$ cat src/rtl/can_tx_pkg.sv
// Shared definitions for the CAN transmit scheduler: FSM encodings, message field
// slices, source encodings and retry counter width.
package can_tx_pkg;

   localparam logic [1:0] IDLE = 2'd0;
   localparam logic [1:0] REQ  = 2'd1;
   localparam logic [1:0] POP  = 2'd2;

   localparam int ID_MSB  = 127;
   localparam int ID_LSB  = 96;
   localparam int DLC_MSB = 95;
   localparam int DLC_LSB = 64;
   localparam int DW1_MSB = 63;
   localparam int DW1_LSB = 32;
   localparam int DW2_MSB = 31;
   localparam int DW2_LSB = 0;

   localparam logic SRC_HPB  = 1'b1;
   localparam logic SRC_FIFO = 1'b0;

   localparam int RETRY_W = 4;

   function automatic logic [127:0] pack_msg(input logic [31:0] id, input logic [31:0] dlc,
                                             input logic [31:0] dw1, input logic [31:0] dw2);
      logic [127:0] m;
      m                  = 128'd0;
      m[ID_MSB:ID_LSB]   = id;
      m[DLC_MSB:DLC_LSB] = dlc;
      m[DW1_MSB:DW1_LSB] = dw1;
      m[DW2_MSB:DW2_LSB] = dw2;
      return m;
   endfunction

endpackage

$ cat src/rtl/can_tx_scheduler.sv
// Picks HPB over FIFO, holds a request to the BSP until the frame outcome arrives,
// then retires, retries or drops the message. All outputs come straight from flops.
module can_tx_scheduler
   import can_tx_pkg::*;
#(
   parameter int unsigned MAX_RETRY = 8
)
(
   input  logic           sys_clk,
   input  logic           IP2Can_reset_n,
   input  logic [127:0]   txfifo_ip,
   input  logic           txfifo_empty,
   input  logic [127:0]   txhpb_ip,
   input  logic           txhpb_full,
   input  logic           bsp_tx_done,
   input  logic           bsp_arb_lost,
   input  logic           bsp_tx_err,
   output logic [127:0]   tx_msg,
   output logic           tx_req,
   output logic           tx_src,
   output logic           txfifo_rd_en,
   output logic           txhpb_clr,
   output logic           tx_ok,
   output logic           tx_abort,
   output logic [3:0]     retry_cnt
);

   localparam logic [RETRY_W-1:0] RETRY_MAX  = RETRY_W'(MAX_RETRY);
   localparam logic [RETRY_W-1:0] RETRY_LAST = RETRY_W'(MAX_RETRY - 1);

   logic [1:0]         state_q, state_d;
   logic [127:0]       msg_q, msg_d;
   logic               src_q, src_d;
   logic               req_q, req_d;
   logic               pend_abort_q, pend_abort_d;
   logic               rd_en_q, rd_en_d;
   logic               clr_q, clr_d;
   logic               ok_q, ok_d;
   logic               abort_q, abort_d;
   logic [RETRY_W-1:0] retry_q, retry_d;

   // Next-state, latch and pulse computation
   always_comb begin
      state_d      = state_q;
      msg_d        = msg_q;
      src_d        = src_q;
      pend_abort_d = pend_abort_q;
      retry_d      = retry_q;
      // tx_req trails the REQ state by one cycle, so it falls one edge after the outcome
      req_d        = (state_q == REQ);
      rd_en_d      = (state_q == POP) && (src_q == SRC_FIFO);
      clr_d        = (state_q == POP) && (src_q == SRC_HPB);
      ok_d         = (state_q == POP) && !pend_abort_q;
      abort_d      = (state_q == POP) && pend_abort_q;

      case (state_q)
         IDLE: begin
            if (txhpb_full) begin
               msg_d   = txhpb_ip;
               src_d   = SRC_HPB;
               state_d = REQ;
               if (src_q != SRC_HPB) begin
                  retry_d = 4'd0;
               end else begin
                  retry_d = retry_q;
               end
            end else if (!txfifo_empty) begin
               msg_d   = txfifo_ip;
               src_d   = SRC_FIFO;
               state_d = REQ;
               if (src_q != SRC_FIFO) begin
                  retry_d = 4'd0;
               end else begin
                  retry_d = retry_q;
               end
            end else begin
               state_d = IDLE;
            end
         end
         REQ: begin
            if (bsp_tx_done) begin
               pend_abort_d = 1'b0;
               state_d      = POP;
            end else if (bsp_tx_err) begin
               if (retry_q == RETRY_LAST) begin
                  pend_abort_d = 1'b1;
                  state_d      = POP;
               end else begin
                  retry_d = (retry_q >= RETRY_MAX) ? RETRY_MAX : retry_q + 4'd1;
                  state_d = IDLE;
               end
            end else if (bsp_arb_lost) begin
               state_d = IDLE;
            end else begin
               state_d = REQ;
            end
         end
         POP: begin
            retry_d = 4'd0;
            state_d = IDLE;
         end
         default: begin
            state_d = IDLE;
         end
      endcase
   end

   // State and output registers
   always_ff @(posedge sys_clk or negedge IP2Can_reset_n) begin
      if (!IP2Can_reset_n) begin
         state_q      <= IDLE;
         msg_q        <= 128'd0;
         src_q        <= SRC_FIFO;
         req_q        <= 1'b0;
         pend_abort_q <= 1'b0;
         rd_en_q      <= 1'b0;
         clr_q        <= 1'b0;
         ok_q         <= 1'b0;
         abort_q      <= 1'b0;
         retry_q      <= 4'd0;
      end else begin
         state_q      <= state_d;
         msg_q        <= msg_d;
         src_q        <= src_d;
         req_q        <= req_d;
         pend_abort_q <= pend_abort_d;
         rd_en_q      <= rd_en_d;
         clr_q        <= clr_d;
         ok_q         <= ok_d;
         abort_q      <= abort_d;
         retry_q      <= retry_d;
      end
   end

   assign tx_msg       = msg_q;
   assign tx_req       = req_q;
   assign tx_src       = src_q;
   assign txfifo_rd_en = rd_en_q;
   assign txhpb_clr    = clr_q;
   assign tx_ok        = ok_q;
   assign tx_abort     = abort_q;
   assign retry_cnt    = retry_q;

endmodule
$ cat config.mk
export PLATFORM = sky130hd
export DESIGN_NAME = can_tx_scheduler
export DESIGN_NICKNAME = d
export VERILOG_FILES = /design/src/rtl/can_tx_pkg.sv /design/src/rtl/can_tx_scheduler.sv
export SDC_FILE = /design/constraint.sdc
export NUM_CORES = 1
export LEC_CHECK = 0
export BUFFER_PORTS_ARGS = -buffer_cell sky130_fd_sc_hd__buf_2
export CAP_MARGIN = 40
export CORE_AREA = 4 4 154 156
export CTS_BUF_LIST = sky130_fd_sc_hd__clkbuf_8
export CTS_CLUSTER_DIAMETER = 80
export DETAILED_ROUTE_END_ITERATION = 6
export DIE_AREA = 0 0 158 160
export GPL_ROUTABILITY_DRIVEN = 0
export GPL_TIMING_DRIVEN = 1
export PLACE_DENSITY = 0.59
export SLEW_MARGIN = 20
export SYNTH_ARGS = -nofsm -noshare
export SYNTH_HDL_FRONTEND = slang
export SYNTH_SLANG_ARGS = --single-unit
$ cat constraint.sdc
create_clock -name sys_clk -period 2.9 [get_ports sys_clk]
set_input_delay 0.435 -clock sys_clk [delete_from_list [all_inputs] [get_ports sys_clk]]
set_output_delay 0.435 -clock sys_clk [all_outputs]
set_load 0.005 [all_outputs]
==> results of run 1 <==
==> cell families after synthesis <==
family / after synthesis / synth area share [%]
buf+inv: 50 / 5.28
mux: 130 / 19.9
compound gates: 139 / 11.4
fa+ha+maj: 2 / 0.381
flops: 141 / 53.8
simple gates: 151 / 9.23
==> worst max-delay path, stage by stage (launching register included) <==
cell and delay, ns:
dfrtp_1 0.45, ha_1 0.22, nand2_1 0.08, o211ai_1 0.31, a21o_4 0.20, mux2_4 0.29
==> timing repair <==
item | in CTS | in global routing
hold endpoints to repair | 60 | 0
endpoints found under the setup margin | 0 | 0
hold buffers | 1 | 0
==> cells in the mapped netlist, types with 3 or more instances <==
| library cell | n |
|---|---|
| dfrtp_1 | 141 |
| nand2_1 | 131 |
| mux2i_1 | 129 |
| o21ai_0 | 81 |
| o21ai_1 | 48 |
| buf_6 | 16 |
| buf_2 | 13 |
| nor2_1 | 10 |
| clkbuf_1 | 9 |
| inv_1 | 6 |
| clkbuf_2 | 3 |
==> final timing paths <==
path,end,slack [ns],cells past startpoint
min,state_q[0],0.18,2
max reg2reg,retry_cnt[0],1.25,5
max in group asynchronous,tx_msg[62],1.66,3
min reg2reg,tx_ok,0.46,1
max,retry_cnt[0],1.25,5
min in group asynchronous,tx_msg[86],0.56,2
==> layout make-up <==
type / count / area [um2] / share of cell area [%]
Sequential cell: 141 / 3530 / 38.4
Multi-Input combinational cell: 422 / 2690 / 29.3
Timing Repair Buffer: 407 / 2140 / 23.4
Tap cell: 285 / 357 / 3.88
Clock buffer: 17 / 234 / 2.55
Clock inverter: 15 / 198 / 2.15
Inverter: 6 / 22.5 / 0.245
Antenna cell: 1 / 2.50 / 0.0273
==> layer usage <==
| layer | up-vias | GRT usage, % |
|---|---|---|
| met5 | - | 0 |
| met4 | 0 | 4.96 |
| met3 | 21 | 4.44 |
| met2 | 247 | 25.4 |
| met1 | 2532 | 17.6 |
| li1 | 2875 | - |
==> report_power, final <==
| group | switching [mW] | total (mW) | internal [mW] |
|---|---|---|---|
| logic | 1.51 | 2.78 | 1.28 |
| clock network | 0.804 | 1.74 | 0.940 |
| registers | 0.471 | 3.34 | 2.87 |
==> flip-flops by register name, summed over array words and instances (netlist names) <==
| name | cells |
|---|---|
| pend_abort_q | 1 |
| retry_cnt | 4 |
| state_q | 2 |
| tx_abort | 1 |
| tx_msg | 128 |
| tx_ok | 1 |
| tx_req | 1 |
| tx_src | 1 |
| txfifo_rd_en | 1 |
| txhpb_clr | 1 |
==> cell usage in the layout, fill, tap and decap left out, types with 2 or more instances in the layout <==
cell        synthesis  final
nor2_1             10     10
ha_1                2      2
clkinv_4            0      2
clkinvlp_4          0      3
clkbuf_8            0     17
buf_12              0      6
nor3_1              2      2
o21ai_1            48     48
a21oi_1             2      2
buf_6              16      2
inv_1               6      9
mux2i_1           129    129
nand2b_1            2      2
inv_6               0      3
bufinv_16           0      4
o21ai_0            81     81
dfrtp_1           141    141
nand2_1           131    131
buf_2              13    398
==> impl_results.md, run 1 <==
- Clock sink total: between 100 and 150
- RSZ-0062 raised after global routing: no
- Largest cells by area after synthesis: dfrtp_1, mux2i_1, nand2_1
- Area leader, netlist: dfrtp_1
- Routed Antenna Nets: 0
- Mapped cell area: approximately 0.0066 mm2
- Tot Pwr: between 7 and 8 mW
- Clock Pin Slew Worst Setup and Hold Paths: 0.09 ns
- Drt pass-1 iters: 4
- Fillcell total: 2246
- HP Class: in2reg
- Slew Viols, Final: 0
- # Post-CTS Setup Buffers: 0
- Initial antenna violation count: 1
- Launch point of the worst reg-to-reg path: retry_cnt[0]
- Tot GR Track Use: 14.8%
- Non-filler cells, final: 1294
- Initial DRC Count: 215
- Via Count: about 5700
- Worst skew pair latency: 0.43 ns
- Tcrit/Tclk final: 57.0%
- Post-synthesis sequential area ratio: 53.8%
- Nets: 1260
- Cell Rows: 55
- Mapped Cells: 613
- Crit path launch type: register
- Die height: 160 um
- Detailed-route DRC error count: 0
- Grt total ovfl: 0
- Inst Count DP: 1260
- Final-report setup violation count: 0
- Non-Filler Cell Area, Final: a little over 0.009 mm2
- Worst Path Arrival: 1.98 ns
- Setup crit end kind: register
- First-pass GRT wire length: roughly 30000 um
- Register bit count reported by yosys: 141
- Area grow syn2layout: 39.9%
- Status: finished clean
- CTS tree: built
- Post-CTS Resized: 0
- Top layer in use: met4
- Yosys cell types: 32
- Routed WL: 19800 um
- Worst-path fanout max: 6
- Metal-1 WL: 8060 um
- Tmin final: 1.65 ns
- Util after Layout: 41.0%
- Clock skew: 0.0162 ns
- Async SR Flop Fraction: 100%
- Placed cell area: 0.00874 mm2
- Worst Path Required: 3.23 ns
- Port Buffer Count: 400
- HPWL after DPL: 15400 um
- Starting Density: 29.3%
- Die area: 0.0253 mm2
- Max_slew headroom: 58.4%
- Leakage: 5.00 nW
- Worst Tran Pin Value: 0.624 ns
- Min Hold Slack: 0.177 ns
- Ys Warns: 0
- Met2 wire length: 9800 um
- Clock Path Buffers: 2
- Number of flops mapped to enable cells by yosys: 0
- Routed length per instance: around 15 um
- FMAX: 0.605 GHz
- Synth Flop Type: dfrtp_1
- Die width: between 150 and 200 um
- Worst VDD drop: roughly 0.34 mV
- Vias per cell: between 4 and 5
- Layout cell share with drive strength beyond 1: 43.8%
- Post-synthesis area per instance: 10.7 um2
- Core area: 0.0224 mm2
- CTS Root Cell: clkbuf_8
- Endpoints failing hold: 0
- Hold wc startpoint: bsp_arb_lost
- Max H-tree Level: 4
- Number of CTS-inserted buffers: 17
- Mapped Nets: 878
- Metal3 WL: roughly 1600 um
- Top cell type's share of synthesized area: 53.8%
- Setup TNS: 0 ns
- Largest net degree at the start of global routing: 130
- Worst Slack Setup Final: 1.25 ns
- PD cells: 857 mW/mm2
- Number of global-route vias before repair: 5585
- Critical path origin: retry_cnt[0]
- Max_cap viols: 0
- Dpl ws: approximately 1.3 ns
- I/O pins: 401
- Setup Crit Path Kind: reg2reg
Power figures use the tool's default switching activity.
==> inputs of run 2 (changes only) <==
ABC_AREA = 1   (was unset)
CORE_AREA = 4 4 152 154   (was 4 4 154 156)
DIE_AREA = 0 0 156 158   (was 0 0 158 160)
PLACE_DENSITY = 0.64   (was 0.59)
clock period = 1.4 ns   (was 2.9 ns; I/O delays follow)
==> impl_results.md, run 2 <==
- Status: complete, but fails checks
- Failing checks: negative setup slack
- Power share of the clock group: 19.3% (-2.9 points)
- RSZ-0062 raised after global routing: yes
- Top cell type's share of synthesized area: 52.4% (-1.4 points)
- Largest net degree at the start of global routing: 70 (-46%)
- Routed length per instance: 16.5 um (+8.3%)
- Clock sink total: 141 (unchanged)
- Inst Count DP: 1434 (+14%)
- Tot GR Track Use: 18.2% (+3.4 points)
- Worst skew pair latency: 0.44 ns (about the same)
- Vias per cell: 4.79 (+9.2%)
- Post-synthesis area per instance: 8.73 um2 (-18%)
- Most common cell after layout, fill and taps aside: buf_2
- Yosys cell types: 22 (-31%)
- First-pass GRT wire length: 35400 um (+20%)
- Post-synthesis sequential area ratio: 52.4% (-1.4 points)
- Async SR Flop Fraction: 100% (unchanged)
- Switching share of power: 35.4% (about the same)
- Setup crit end kind: register
- Most used cell, CP: nand2_4
- Die width: 156 um (-1.3%)
- Mapped cell area: 0.00674 mm2 (+2.7%)
- Worst VDD drop: 0.627 mV (+83%)
- Max_cap viols: 0 (unchanged)
- Detailed-route DRC error count: 0 (unchanged)
- Stages on the worst setup path: 7 (+2)
- Layout cell share with drive strength beyond 1: 47.1% (+3.4 points)
- Initial DRC Count: 335 (+56%)
- Mapped Nets: 1037 (+18%)
- CP cell instances: nor2_4 > nand2_4 > buf_12 > nand2_4 > clkbuf_16 > o21ai_2 > o21a_1
- Synth Flop Type: dfrtp_1
- Worst Path Required: 1.74 ns (-1.49 ns)
- Critical R2R Capture: tx_msg[53]
- Min Hold Slack: 0.0926 ns (-0.0847 ns)
- Tcrit/Tclk final: 102% (+45 points)
- Non-filler cells, final: 1496 (+16%)
- HPWL after DPL: 17200 um (+12%)
- Worst stage delay on the critical path: 0.42 ns (-0.03 ns)
- Clock Pin Slew Worst Setup and Hold Paths: 0.09 ns (about the same)
- Grt total ovfl: 0 (unchanged)
- Max_slew headroom: 72.9% (+15 points)
- Tmin final: 1.43 ns (-0.221 ns)
- Routed Antenna Nets: 0 (unchanged)
- Port Buffer Count: 400 (unchanged)
- Initial antenna violation count: 0 (-1)
- Cell Rows: 54 (-1.8%)
- CTS Root Cell: clkbuf_8
- Max H-tree Level: 4 (unchanged)
- Worst R2R Path Depth: 7 (+2)
- Launch point of the worst reg-to-reg path: state_q[1]
- Number of flops mapped to enable cells by yosys: 0 (unchanged)
- Post-synth top cells: nor2_1, dfrtp_1, o21a_1
- Gate power share: 43.4% (+8.0 points)
- Antenna cells: 0 (-1)
- Fillcell total: 2111 (-6.0%)
- I/O pins: 401 (unchanged)
- Crit path launch type: register
- FMAX: 0.698 GHz (+15%)
- Number of flip-flops under the largest register name: 128 (unchanged)
- Commonest cells after routing, fill and taps aside: buf_2, nor2_1, dfrtp_1
- Final-report setup violation count: 30 (+30)
- Most common cell in the netlist: nor2_1
- Largest cells by area after synthesis: dfrtp_1, nor2_1, o21a_1
- HP Class: in2reg
- Setup Crit Path Kind: reg2reg
- Net switching power: 6.42 mW (+130%)
- Worst-path fanout max: 10 (+4)
- Slew Viols, Final: 0 (unchanged)
- Endpoints failing hold: 0 (unchanged)
- Register bit count reported by yosys: 141 (unchanged)
- Die area: 0.0246 mm2 (-2.5%)
- Nets: 1468 (+17%)
- Critical path origin: state_q[1]
- Worst Slack Setup Final: -0.0329 ns (-1.28 ns)
- Worst Path Buf+Inv: 2 (+2)
- Setup slack, reg-to-reg: -0.03 ns (-1.28 ns)
- Leakage: 4.90 nW (-2.1%)
- Worst Tran Pin Value: 0.406 ns (-0.219 ns)
- Core area: 0.0217 mm2 (-3.0%)
- Number of global-route vias before repair: 6755 (+21%)
- Internal: 11.7 mW (+130%)
- Mapped Cells: 772 (+26%)
- Clock skew: 0.0114 ns (-0.00482 ns)
- Util after Layout: 48.3% (+7.3 points)
- CP max-delay cell: dfrtp_1
- Area leader, netlist: dfrtp_1
- CP endpoint: tx_msg[53]
- PD cells: 1730 mW/mm2 (+100%)
- CTS tree: built
- Routed WL: 24800 um (+25%)
- Clock Path Buffers: 2 (unchanged)
- Ys Warns: 0 (unchanged)
- Drt pass-1 iters: 4 (unchanged)
- Starting Density: 31.1% (+1.7 points)
- CP delay by family, top: simple AND/OR/NAND/NOR gates
- Worst Path Arrival: 1.77 ns (-0.21 ns)
- Via Count: 7167 (+26%)
- Sequential share of power: 37.3% (-5.1 points)
- Number of CTS-inserted buffers: 17 (unchanged)
- Area grow syn2layout: 55.5%
- Die height: 158 um (-1.3%)
-- run 2: power by group through the flow --
stage          logic, mW  registers [mW]  clock network (mW)
6_report            7.88            6.77                3.50
5_1_grt             8.58            6.99                3.81
4_1_cts             7.14            6.76                3.61
3_5_place_dp        6.30            6.83                   0
3_3_place_gp        6.20            6.80                   0
2_1_floorplan       2.88            6.94                   0
-- run 2: layout make-up --
| type | instances | area [um2] | area share (%) |
|---|---|---|---|
| multi-input combinational | 566 | 3170 | 30.3 |
| clock buffer | 19 | 262 | 2.50 |
| sequential | 141 | 3530 | 33.7 |
| inverter | 13 | 51.3 | 0.489 |
| clock inverter | 13 | 154 | 1.47 |
| tap | 280 | 350 | 3.34 |
| timing repair buffer | 464 | 2960 | 28.3 |
-- run 2: timing repair --
item                                    4_1_cts  5_1_grt
pin swaps                                     6        3
hold buffers                                  1        0
gates cloned                                  7       11
hold endpoints to repair                     50        0
gates resized for setup                      46       79
setup buffers                                 7        5
endpoints found under the setup margin       95      131
-- run 2: through the flow --
step / TNS (ns) / area [um2] / power, mW / worst slack (ns)
after floorplan: 0 / 6740 / 9.82 / 0.149
after global placement: -0.946 / 9190 / 13.0 / -0.0480
after detailed placement: -4.13 / 9190 / 13.1 / -0.0834
after CTS: -1.22 / 9960 / 17.5 / -0.0609
after global routing: -6.83 / 10500 / 19.4 / -0.0917
final: -0.388 / 10500 / 18.2 / -0.0329
-- run 2: logic make-up after synthesis --
family	share of synthesized area, %
AND/OR/NAND/NOR	17.4
adder cells (fa/ha/maj)	0.371
flip-flops	52.4
buffers and inverters	5.87
AO/OA/AOI/OAI	24.0
-- run 2: how the worst min path moves through the flow --
stage	slack, ns	end	start	cells past startpoint
after floorplan	-0.09	pend_abort_q	IP2Can_reset_n	0
after global placement	0.15	tx_msg[101]	IP2Can_reset_n	1
after detailed placement	0.15	tx_msg[101]	IP2Can_reset_n	1
after CTS	0.05	pend_abort_q	bsp_tx_done	4
after global routing	0.08	tx_msg[1]	txhpb_ip[1]	4
final	0.09	pend_abort_q	bsp_tx_done	4
-- run 2: per-layer routing --
layer / vias to the layer above / share of wire (%) / global-route usage, %
met5: - / 0 / 0
met1: 3400 / 38 / 21.4
met3: 29 / 7.7 / 5.41
met2: 304 / 52 / 32.4
met4: 0 / 1.9 / 5.29
li1: 3434 / - / -
-- run 2: worst min-delay path, stage by stage --
cell and delay, ns:
buf_2 0.09, inv_1 0.05, nor2_1 0.09, a21oi_1 0.04
==> inputs of run 3 (changes only) <==
BUFFER_PORTS_ARGS = -buffer_cell sky130_fd_sc_hd__buf_4   (was -buffer_cell sky130_fd_sc_hd__buf_2)
RECOVER_POWER = 100   (was unset)
==> impl_results.md, run 3 (synthesis results as in run 2) <==
- Status: complete, but fails checks
- Failing checks: negative setup slack
- Worst skew pair latency: 0.43 ns (about the same)
- Setup slack, reg-to-reg: -0.02 ns (about the same)
- Dpl ws: -0.107 ns (-0.0240 ns)
- Met1 Resource Use GR: 22.1% (+0.72 points)
- Die area: 0.0246 mm2 (unchanged)
- Routed length per instance: 16.6 um (+0.33%)
- Area grow syn2layout: 56.0%
- Final-report setup violation count: 22 (-27%)
- Most common cell after layout, fill and taps aside: buf_4
- Worst R2R Path Depth: 6 (-1)
- Non-filler cells, final: 1474 (-1.5%)
- Slew Viols, Final: 0 (unchanged)
- Grt total ovfl: 0 (unchanged)
- Port Buffer Count: 400 (unchanged)
- FMAX: 0.702 GHz (+0.59%)
- Via Count: 6968 (-2.8%)
- PD cells: 1640 mW/mm2 (-5.2%)
- Cell Rows: 54 (unchanged)
- Routed WL: 24500 um (-1.1%)
- Clock Pin Slew Worst Setup and Hold Paths: 0.09 ns (about the same)
- Initial DRC Count: 340 (+1.5%)
- Worst-path fanout max: 17 (+7)
- Nets: 1446 (-1.5%)
- Tmin final: 1.42 ns (-0.00846 ns)
- Worst Slack Setup Final: -0.0245 ns (+0.00846 ns)
- Number of flip-flops under the largest register name: 128 (unchanged)
- WHS Endpoint: pend_abort_q
- Worst VDD drop: 0.680 mV (+8.5%)
- Critical R2R Capture: tx_msg[70]
- Hold Crit Depth: 4 (unchanged)
- CTS tree: built
- Die height: 158 um (unchanged)
- Setup crit end kind: register
- Drt pass-1 iters: 4 (unchanged)
- Tot GR Track Use: 18.8% (+0.59 points)
- CTS Root Cell: clkbuf_8
- Crit path launch type: register
- Max H-tree Level: 4 (unchanged)
- Layout cell share with drive strength beyond 1: 35.2% (-12 points)
- Starting Density: 31.1% (unchanged)
- Clock sink total: 141 (unchanged)
- Fillcell total: 2202 (+4.3%)
- Initial antenna violation count: 0 (unchanged)
- Largest net degree at the start of global routing: 67 (-4.3%)
- Met2 usage in global routing: 33.0% (+0.62 points)
- Max_slew headroom: 35.6% (-37 points)
- Leakage: 4.77 nW (-2.5%)
- Number of global-route vias before repair: 6889 (+2.0%)
- First-pass GRT wire length: 36500 um (+3.4%)
- Max_cap viols: 0 (unchanged)
- Detailed-route DRC error count: 0 (unchanged)
- HPWL after DPL: 18400 um (+7.2%)
- RSZ-0062 raised after global routing: yes
- Launch point of the worst reg-to-reg path: state_q[1]
- Hold wc startpoint: bsp_tx_done
- Antenna cells: 0 (unchanged)
- Worst Tran Pin Value: 0.965 ns (+0.559 ns)
- Tcrit/Tclk final: 102% (-0.60 points)
- Clock skew: 0.0155 ns (+0.00412 ns)
- I/O pins: 401 (unchanged)
- Worst Path Required: 1.71 ns (-0.03 ns)
- Setup Crit Path Kind: reg2reg
- Core area: 0.0217 mm2 (unchanged)
- Vias per cell: 4.73 (-1.3%)
- GR Util met3: 6.07% (+0.66 points)
- Commonest cells after routing, fill and taps aside: buf_4, nor2_1, dfrtp_1
- Inst Count DP: 1435 (+0.070%)
- Number of CTS-inserted buffers: 17 (unchanged)
- HP Class: in2reg
- Routed Antenna Nets: 0 (unchanged)
- Busiest grt layer: met2
- Die width: 156 um (unchanged)
- Clock Path Buffers: 2 (unchanged)
- Endpoints failing hold: 0 (unchanged)
- Worst Path Arrival: 1.74 ns (-0.03 ns)
[run 3: cell count changes in the layout (fill, tap and decap cells not counted), sizes merged]
| cell | delta |
|---|---|
| buf | -150 |
| bufbuf | +1 |
| bufinv | +1 |
| clkbuf | +128 |
| clkinv | +1 |
| inv | -1 |
| nand2 | -2 |
[run 3: layer usage]
layer | vias up | part of all wire, %
met5 | - | 0
met4 | 0 | 1.5
met3 | 23 | 9.2
met2 | 287 | 50
met1 | 3275 | 39
li1 | 3383 | -
[run 3: worst max path at each step]
stage          startpoint          end  slack [ns]  cells after the start
6_report       state_q[1]   tx_msg[70]       -0.02                      6
5_1_grt        state_q[0]   tx_msg[70]       -0.15                      6
4_1_cts        state_q[1]   tx_msg[70]       -0.04                      6
3_5_place_dp   state_q[1]   tx_msg[70]       -0.11                      6
3_3_place_gp   state_q[1]   tx_msg[67]       -0.04                      6
2_1_floorplan  state_q[1]  tx_msg[110]        0.15                      7
[run 3: final cells by class]
class                           count  area (um2)  area share [%]
Multi-Input combinational cell    564        2890            27.5
Tap cell                          280         350            3.33
Clock buffer                       18         248            2.36
Sequential cell                   141        3530            33.6
Clock inverter                     14         171            1.63
Timing Repair Buffer              444        3270            31.1
Inverter                           13        51.3           0.488
[run 3: worst max-delay path, stage by stage (launching register included)]
cell     delay, ns
dfrtp_1       0.41
nor2_4        0.18
nand2_4       0.15
nand2_8       0.15
buf_6         0.17
o21ai_0       0.11
o21a_1        0.12
[run 3: where the power goes]
part	internal [mW]	switching [mW]	total, mW
Clock	1.81	1.67	3.48
Sequential	5.80	1.00	6.80
Combinational	3.73	3.24	6.97
Total	11.3	5.91	17.3
[run 3: per-stage QoR]
stage	power, mW	cell area, um2	util [%]	hold slack [ns]	TNS [ns]
final	17.3	10500	48.5	0.0866	-0.204
after global routing	18.5	10500	48.5	0.0879	-8.90
after CTS	18.4	10800	49.7	0.0475	-0.563
after detailed placement	14.5	10200	47.1	0.141	-1.77
after global placement	14.3	10200	47.1	0.141	-0.300
after floorplan	9.82	6740	-	-0.0856	0
[run 3: repair_timing]
action | CTS | global route
hold buffers | 1 | 0
resized for setup | 14 | 3
buffers inserted | 3 | 0
pin swaps | 1 | 0
gates cloned | 3 | 0
endpoints found under the hold margin | 42 | 0
setup endpoints to repair | 71 | 133
